[src/rtl/parity_frame_rx.sv]
// ---------------------------------------------------------------------------
// parity_frame_rx
//
// Serial receiver for parity-protected frames. A frame is one start bit (0),
// DATA_BITS data bits sent MSB first, one parity bit and one stop bit (1).
// The receiver recomputes the XOR parity over the data bits, compares it with
// the received parity bit, and reports the payload plus parity and framing
// status. Saturating counters track good and bad frames for debug readout.
//
// Parameters:
//   DATA_BITS   data bits per frame (2..16)
//   ODD_PARITY  0 = even parity, 1 = odd parity
//   CNT_W       width of the good / error frame counters
//
// Ports:
//   clk          clock, rising edge
//   rst          synchronous reset, active low
//   bit_en       qualifies serial_in; the FSM only advances when high
//   serial_in    serial line, idles high
//   data_out     payload of the last frame with a correct stop bit
//   frame_valid  one-cycle pulse when a frame with a good stop bit completes
//   parity_err   one-cycle pulse with frame_valid when parity mismatches
//   frame_err    one-cycle pulse when the stop bit is sampled as 0
//   busy         high whenever the receiver is not idle
//   good_cnt     count of error-free frames, saturating
//   err_cnt      count of parity or framing errors, saturating
// ---------------------------------------------------------------------------
module parity_frame_rx #(
    parameter int DATA_BITS  = 4,
    parameter int ODD_PARITY = 0,
    parameter int CNT_W      = 8
) (
    input  logic                 clk,
    input  logic                 rst,
    input  logic                 bit_en,
    input  logic                 serial_in,
    output logic [DATA_BITS-1:0] data_out,
    output logic                 frame_valid,
    output logic                 parity_err,
    output logic                 frame_err,
    output logic                 busy,
    output logic [CNT_W-1:0]     good_cnt,
    output logic [CNT_W-1:0]     err_cnt
);

    localparam int IDX_W = (DATA_BITS > 1) ? $clog2(DATA_BITS) : 1;
    localparam logic [IDX_W-1:0] LAST_IDX = IDX_W'(DATA_BITS - 1);
    localparam logic [CNT_W-1:0] CNT_MAX  = {CNT_W{1'b1}};
    localparam logic             ODD_BIT  = (ODD_PARITY != 0);

    typedef enum logic [1:0] {
        IDLE,
        DATA,
        PARITY,
        STOP
    } state_t;

    state_t               state_q, state_d;
    logic [IDX_W-1:0]     idx_q, idx_d;
    logic [DATA_BITS-1:0] shift_q, shift_d;
    logic                 rx_par_q, rx_par_d;
    logic [DATA_BITS-1:0] data_out_q, data_out_d;
    logic                 frame_valid_q, frame_valid_d;
    logic                 parity_err_q, parity_err_d;
    logic                 frame_err_q, frame_err_d;
    logic                 busy_q, busy_d;
    logic [CNT_W-1:0]     good_cnt_q, good_cnt_d;
    logic [CNT_W-1:0]     err_cnt_q, err_cnt_d;
    logic                 exp_par;
    logic                 par_bad;

    // Parity the sender should have produced for the shifted-in payload.
    assign exp_par = (^shift_q) ^ ODD_BIT;
    assign par_bad = (rx_par_q != exp_par);

    always_comb begin
        state_d       = state_q;
        idx_d         = idx_q;
        shift_d       = shift_q;
        rx_par_d      = rx_par_q;
        data_out_d    = data_out_q;
        good_cnt_d    = good_cnt_q;
        err_cnt_d     = err_cnt_q;
        frame_valid_d = 1'b0;
        parity_err_d  = 1'b0;
        frame_err_d   = 1'b0;

        if (bit_en) begin
            case (state_q)
                IDLE: begin
                    if (!serial_in) begin
                        state_d = DATA;
                        idx_d   = '0;
                    end
                end
                DATA: begin
                    shift_d = {shift_q[DATA_BITS-2:0], serial_in};
                    if (idx_q == LAST_IDX) begin
                        state_d = PARITY;
                        idx_d   = '0;
                    end else begin
                        idx_d = idx_q + 1'b1;
                    end
                end
                PARITY: begin
                    rx_par_d = serial_in;
                    state_d  = STOP;
                end
                STOP: begin
                    state_d = IDLE;
                    if (serial_in) begin
                        frame_valid_d = 1'b1;
                        data_out_d    = shift_q;
                        parity_err_d  = par_bad;
                        if (par_bad) begin
                            if (err_cnt_q != CNT_MAX) err_cnt_d = err_cnt_q + 1'b1;
                        end else begin
                            if (good_cnt_q != CNT_MAX) good_cnt_d = good_cnt_q + 1'b1;
                        end
                    end else begin
                        // Broken stop bit: payload and parity are untrusted.
                        frame_err_d = 1'b1;
                        if (err_cnt_q != CNT_MAX) err_cnt_d = err_cnt_q + 1'b1;
                    end
                end
                default: state_d = IDLE;
            endcase
        end

        // Registered busy reflects the state being entered.
        busy_d = (state_d != IDLE);
    end

    always_ff @(posedge clk) begin
        if (!rst) begin
            state_q       <= IDLE;
            idx_q         <= '0;
            shift_q       <= '0;
            rx_par_q      <= 1'b0;
            data_out_q    <= '0;
            frame_valid_q <= 1'b0;
            parity_err_q  <= 1'b0;
            frame_err_q   <= 1'b0;
            busy_q        <= 1'b0;
            good_cnt_q    <= '0;
            err_cnt_q     <= '0;
        end else begin
            state_q       <= state_d;
            idx_q         <= idx_d;
            shift_q       <= shift_d;
            rx_par_q      <= rx_par_d;
            data_out_q    <= data_out_d;
            frame_valid_q <= frame_valid_d;
            parity_err_q  <= parity_err_d;
            frame_err_q   <= frame_err_d;
            busy_q        <= busy_d;
            good_cnt_q    <= good_cnt_d;
            err_cnt_q     <= err_cnt_d;
        end
    end

    assign data_out    = data_out_q;
    assign frame_valid = frame_valid_q;
    assign parity_err  = parity_err_q;
    assign frame_err   = frame_err_q;
    assign busy        = busy_q;
    assign good_cnt    = good_cnt_q;
    assign err_cnt     = err_cnt_q;

endmodule

[config.mk]
export PLATFORM = sky130hd
export DESIGN_NAME = parity_frame_rx
export DESIGN_NICKNAME = d
export VERILOG_FILES = /design/src/rtl/parity_frame_rx.sv
export SDC_FILE = /design/constraint.sdc
export NUM_CORES = 1
export LEC_CHECK = 0
export ABC_CLOCK_PERIOD_IN_PS = 4000
export CORE_ASPECT_RATIO = 0.75
export CORE_MARGIN = 5
export CORE_UTILIZATION = 30
export CTS_BUF_LIST = sky130_fd_sc_hd__clkbuf_2 sky130_fd_sc_hd__clkbuf_4 sky130_fd_sc_hd__clkbuf_8
export DETAILED_ROUTE_END_ITERATION = 10
export DONT_BUFFER_PORTS = 1
export PLACE_DENSITY = 0.54
export SYNTH_ARGS = -nofsm -noshare
export SYNTH_HDL_FRONTEND = slang
export SYNTH_SLANG_ARGS = --single-unit
export TNS_END_PERCENT = 5
[constraint.sdc]
create_clock -name clk -period 4 [get_ports clk]
set_input_delay 0.6 -clock clk [delete_from_list [all_inputs] [get_ports clk]]
set_output_delay 0.6 -clock clk [all_outputs]
set_load 0.05 [all_outputs]
After elaboration in Yosys (flattened, before gate mapping):

Cells that the tools add are included.

* logic and storage cells: 48
* output and inout port bits: 24
* register bits after elaboration: 33
* bits of input ports: 4

* eq/ne operators: 9
* muxes and demuxes: 12
* add/sub/neg operators: 3
* reductions and logical operators: 12
* bitwise logic cells: 1

Operators with widths (number)
* two-way mux 8 bit: 3
* adder 8 x 1 -> 8 bit (second input constant): 2
* != test 8 bit (second input constant): 2
* AND reduction 3 bit: 4
* two-way mux 2 bit: 5
* one-hot mux 2 bit (4 select lines): 1
* equality test 2 bit (second input constant): 3
* AND reduction 5 bit: 1
* one-hot mux 2 bit (2 select lines): 1
* AND reduction 2 bit: 2
* AND reduction 4 bit: 1
* nonzero test 2 bit: 2
* parity 4 bit: 1
* adder 2 x 1 -> 2 bit (second input constant): 1
* equality test 2 x 1 -> 1 bit (second input constant): 1
* logical NOT 2 bit: 1
* two-way mux 1 bit: 2
* != test 2 x 1 -> 1 bit (second input constant): 1
* != test 2 bit (second input constant): 1
* != test 1 bit: 1
* NOT 1 bit: 1

Logic depth before layout (Yosys ltp):

* depth in word-level cells: 5
* depth in mapped cells: 5
* gate-level depth less buffers: 5

Least setup slack after synthesis:

No wires, ideal clock.

* path type: reg-to-reg
* start: reg good_cnt_q[0] (netlist: good_cnt[0])
* end: reg good_cnt_q[5] (netlist: good_cnt[5])
* cell stages (with the launch flop): 6
* path buffers: 0
* data arrival time: 1747 ps
* slack: 2122 ps
* cells stage by stage: dfxtp_1 ha_1 nand2_1 nor3_1 nor4b_1 mux2i_1

* cells in the longest elaborated chain, start to end: 2

RTL lines
* from (decl): RTL line 67 `logic [CNT_W-1:0] good_cnt_q, good_cnt_d;`
* from (signal assigned): RTL line 157 `good_cnt_q <= good_cnt_d;`
* parallel branches: the longest is 2 deep, another holds adder 8 x 1 -> 8 bit

Parallel ways; which one is timed is not known.
A chain may end at the register's enable or synchronous reset.

Final worst setup path:

* start: reg good_cnt_q[0] (netlist: good_cnt[0])
* end: reg good_cnt_q[7] (netlist: good_cnt[7])

The elaborated chain is that of the path after synthesis.

==> results.txt <==
----------------------------------------------------
[Outcome]
  Run status ... completed

[Cells and area]
  Antenna fix cells ... 0
  Fraction of layout instances using a drive strength above 1 ... 0.0543
  Layout area overhead ... 10.5%
  Number of nets in the final layout ... between 150 and 200
  Design Area, Final ... 1720 µm²
  Count of placed standard cells in the final layout, fillers left out ... 244

[GRT]
  Global-route wire length before repair ... around 5.6 mm
  Overall routing resource usage ... 0.104
  Via count of the first global-routing pass ... 1113
  Antenna violations before repair ... 0
  Maximum number of pins on one net before global-route repair ... 29
  Grt ovf ... 0

[Clocking]
  CTS resizes ... 0
  CTS clk-pin slew, worst paths ... 0.07 ns
  CTS H-Tree Depth ... 2
  Total of hold buffers inserted after clock tree synthesis ... 0
  CTS sink cnt ... 33
  Postcts setup bufs ... 0
  CTS buffer count ... 5
  Clock latency on the worst-skew pair ... 0.28 ns
  Library cell used as clock root buffer ... clkbuf_8
  Clock buffer depth ... 2
  TritonCTS clock tree ... done

[Logic synthesis]
  Total number of yosys warnings ... 0
  Most numerous cell in the Yosys netlist ... dfxtp_1
  Mean area per synthesized cell ... 8.47 µm²
  Flip-flop cell with the highest count after synthesis ... dfxtp_1
  Number of synthesized flops with an enable pin ... 0
  Synthesized net count ... ~190
  List of most frequent post-synthesis cells ... dfxtp_1, nand2_1, a21oi_1
  Post-synth ARST share ... 0
  Total standard cell area after synthesis ... 1560 µm²
  Sequential element share of the synthesized area ... 0.424
  Number of distinct standard cells referenced by the synthesized netlist ... 34
  Flip-flop and latch count after synthesis ... 33
  Dominant cell type by area after synthesis ... dfxtp_1
  Leading cell types by total area after synthesis ... dfxtp_1, mux2i_1, nand2_1
  Post-synth top area share ... 0.424
  Mapped Cells ... around 180

[Routing]
  Remaining number of nets flagged by the antenna check after routing ... 0
  Wire length reported by the detailed router ... around 3.3 mm
  DR pass1 iterations ... 4
  Number of DRC markers after the initial detailed-route iteration ... 57
  Post-route DRC violation count ... 0
  Wire per inst ... 13.7 µm
  Via total after detailed routing ... 1241
  Average vias per placed instance ... just over 5

[Floorplanning]
  Area enclosed by the die boundary ... 6750 µm²
  Site row count ... 22
  Initial core utilization ... 0.315
  Overall die height ... between 70 and 80 µm
  Area inside the core boundary ... roughly 5000 µm²
  I/O Pins ... 28
  Die X ... 93.2 µm

[Timing]
  Hold Vio Cnt, Final ... 0
  Final setup violation count ... 0
  Clock Skews ... 0.00537 ns
  Final Hold Slack ... approximately 0.40 ns
  Fin crit share ... 0.544
  RSZ-0062 raised after global routing ... false
  Slew of the pin with the lowest slew margin ... 0.788 ns
  Total count of max-transition violations in the final report ... 0
  Clock period minus final worst setup slack ... 2.18 ns
  Max Clk Rate ... 0.460 GHz
  Sum of negative setup slack ... 0 ns
  Relative slew slack ... 0.471

[Worst setup path]
  Capture point of the worst reg-to-reg path ... good_cnt[7]$_SDFFE_PN0P_
  CP max FO ... 8
  R2R setup slack ... 1.82 ns
  Kind of capture point of the worst setup path ... flip-flop
  Critical path arrival ... 2.33 ns
  Launch point of the worst path ... good_cnt[0]$_SDFFE_PN0P_
  Reg-to-reg critical path startpoint ... good_cnt[0]$_SDFFE_PN0P_
  Worst r2r path cells ... 5
  Type of the setup path with the least slack ... flip-flop to flip-flop
  WP data required ... 4.15 ns
  Category of the worst setup path launch point ... flip-flop
  Worst setup path endpoint ... good_cnt[7]$_SDFFE_PN0P_

[Placement]
  Post-detail-place hpwl ... around 2.4 mm
  Dpl cells ... 236
  Number of buffers added on ports ... 0
  Placer's final routability congestion estimate ... ~0.78
  Cell Area, Placed ... 1600 µm²

[Worst hold path]
  Worst hold-check path type ... primary input to flip-flop

[Pwr]
  Total chip power ... 683 µW
  Pwr dens ... 397 nW/µm²
  Leak Pwr ... 0.000565 µW
  Maximum vdd drop ... 111 µV

[Job]
  Reported max-cap violation count ... 0

----------------------------------------------------
-- worst min-delay path by stage --
| stage | end | start | depth (start not counted) |
|---|---|---|---|
| final | frame_err$_SDFF_PN0_ | serial_in | 1 |
| after global routing | frame_err$_SDFF_PN0_ | serial_in | 1 |
| after CTS | frame_err$_SDFF_PN0_ | serial_in | 1 |
| after detailed placement | shift_q[1]$_SDFFE_PN0P_ | shift_q[0]$_SDFFE_PN0P_ | 2 |
| after global placement | data_out[3]$_SDFFE_PN0P_ | shift_q[3]$_SDFFE_PN0P_ | 2 |
| after floorplan | data_out[3]$_SDFFE_PN0P_ | shift_q[3]$_SDFFE_PN0P_ | 2 |
-- through the flow --
stage | worst slack, ns | utilization
5_1_grt | 1.58 | 0.348
2_1_floorplan | 2.12 | -
4_1_cts | 1.82 | 0.348
3_3_place_gp | 1.81 | 0.323
3_5_place_dp | 1.83 | 0.323
6_report | 1.82 | 0.348
-- placed cells by master, fill, tap and decap left out, types with 3 or more instances in the layout --
cell      synthesis  routed
dfxtp_1          33      33
nand2_1          32      32
a21oi_1          16      16
mux2i_1          13      13
nand2b_1         11      11
nor2_1           10      10
nand3_1           8       8
o21ai_0           8       8
inv_1             6       6
clkbuf_8          0       6
a211oi_1          4       4
nand4_1           3       3
nor3_1            3       3
nor4b_1           3       3
ha_1              3       3
-- registers in the layout (all words and copies together), names as in the netlist --
| signal | flops |
|---|---|
| good_cnt | 8 |
| idx_q | 2 |
| state_q | 2 |
| err_cnt | 8 |
| parity_err | 1 |
| frame_err | 1 |
| frame_valid | 1 |
| busy | 1 |
| data_out | 4 |
| rx_par_q | 1 |
| shift_q | 4 |
-- logic make-up after synthesis --
| group | after synthesis | share of synthesized area |
|---|---|---|
| compound gates | 39 | 0.157 |
| mux | 13 | 0.0835 |
| buf+inv | 15 | 0.0369 |
| flops | 33 | 0.424 |
| simple gates | 77 | 0.242 |
| xor+xnor | 4 | 0.0321 |
| fa+ha+maj | 3 | 0.0241 |
-- report_power, final --
part | internal, µW | switching (µW) | total [µW]
Combinational | 5.08 | 11.1 | 16.2
Sequential | 331 | 5.00 | 336
Clock | 210 | 121 | 331
-- area by class of cell --
type | count | area (µm²)
Tap cell | 60 | 75.1
Clock inverter | 1 | 30.0
Fill cell | 542 | 3230
Clock buffer | 7 | 90.1
Inverter | 7 | 26.3
Sequential cell | 33 | 661
Multi-Input combinational cell | 136 | 841
-- layer usage --
| metal | track usage | vias to the layer above | part of all wire |
|---|---|---|---|
| li1 | - | 650 | - |
| met1 | 0.139 | 562 | 0.51 |
| met2 | 0.144 | 25 | 0.41 |
| met3 | 0.0528 | 4 | 0.074 |
| met4 | 0.0293 | 0 | 0.0090 |
| met5 | 0 | - | 0 |
-- critical path: stages, from the launching register on --
cell	delay [ns]
dfxtp_1	0.70
ha_1	0.30
nand2_1	0.08
nor3_1	0.68
nor4b_1	0.15
mux2i_1	0.15
Power figures use the tool's default switching activity.
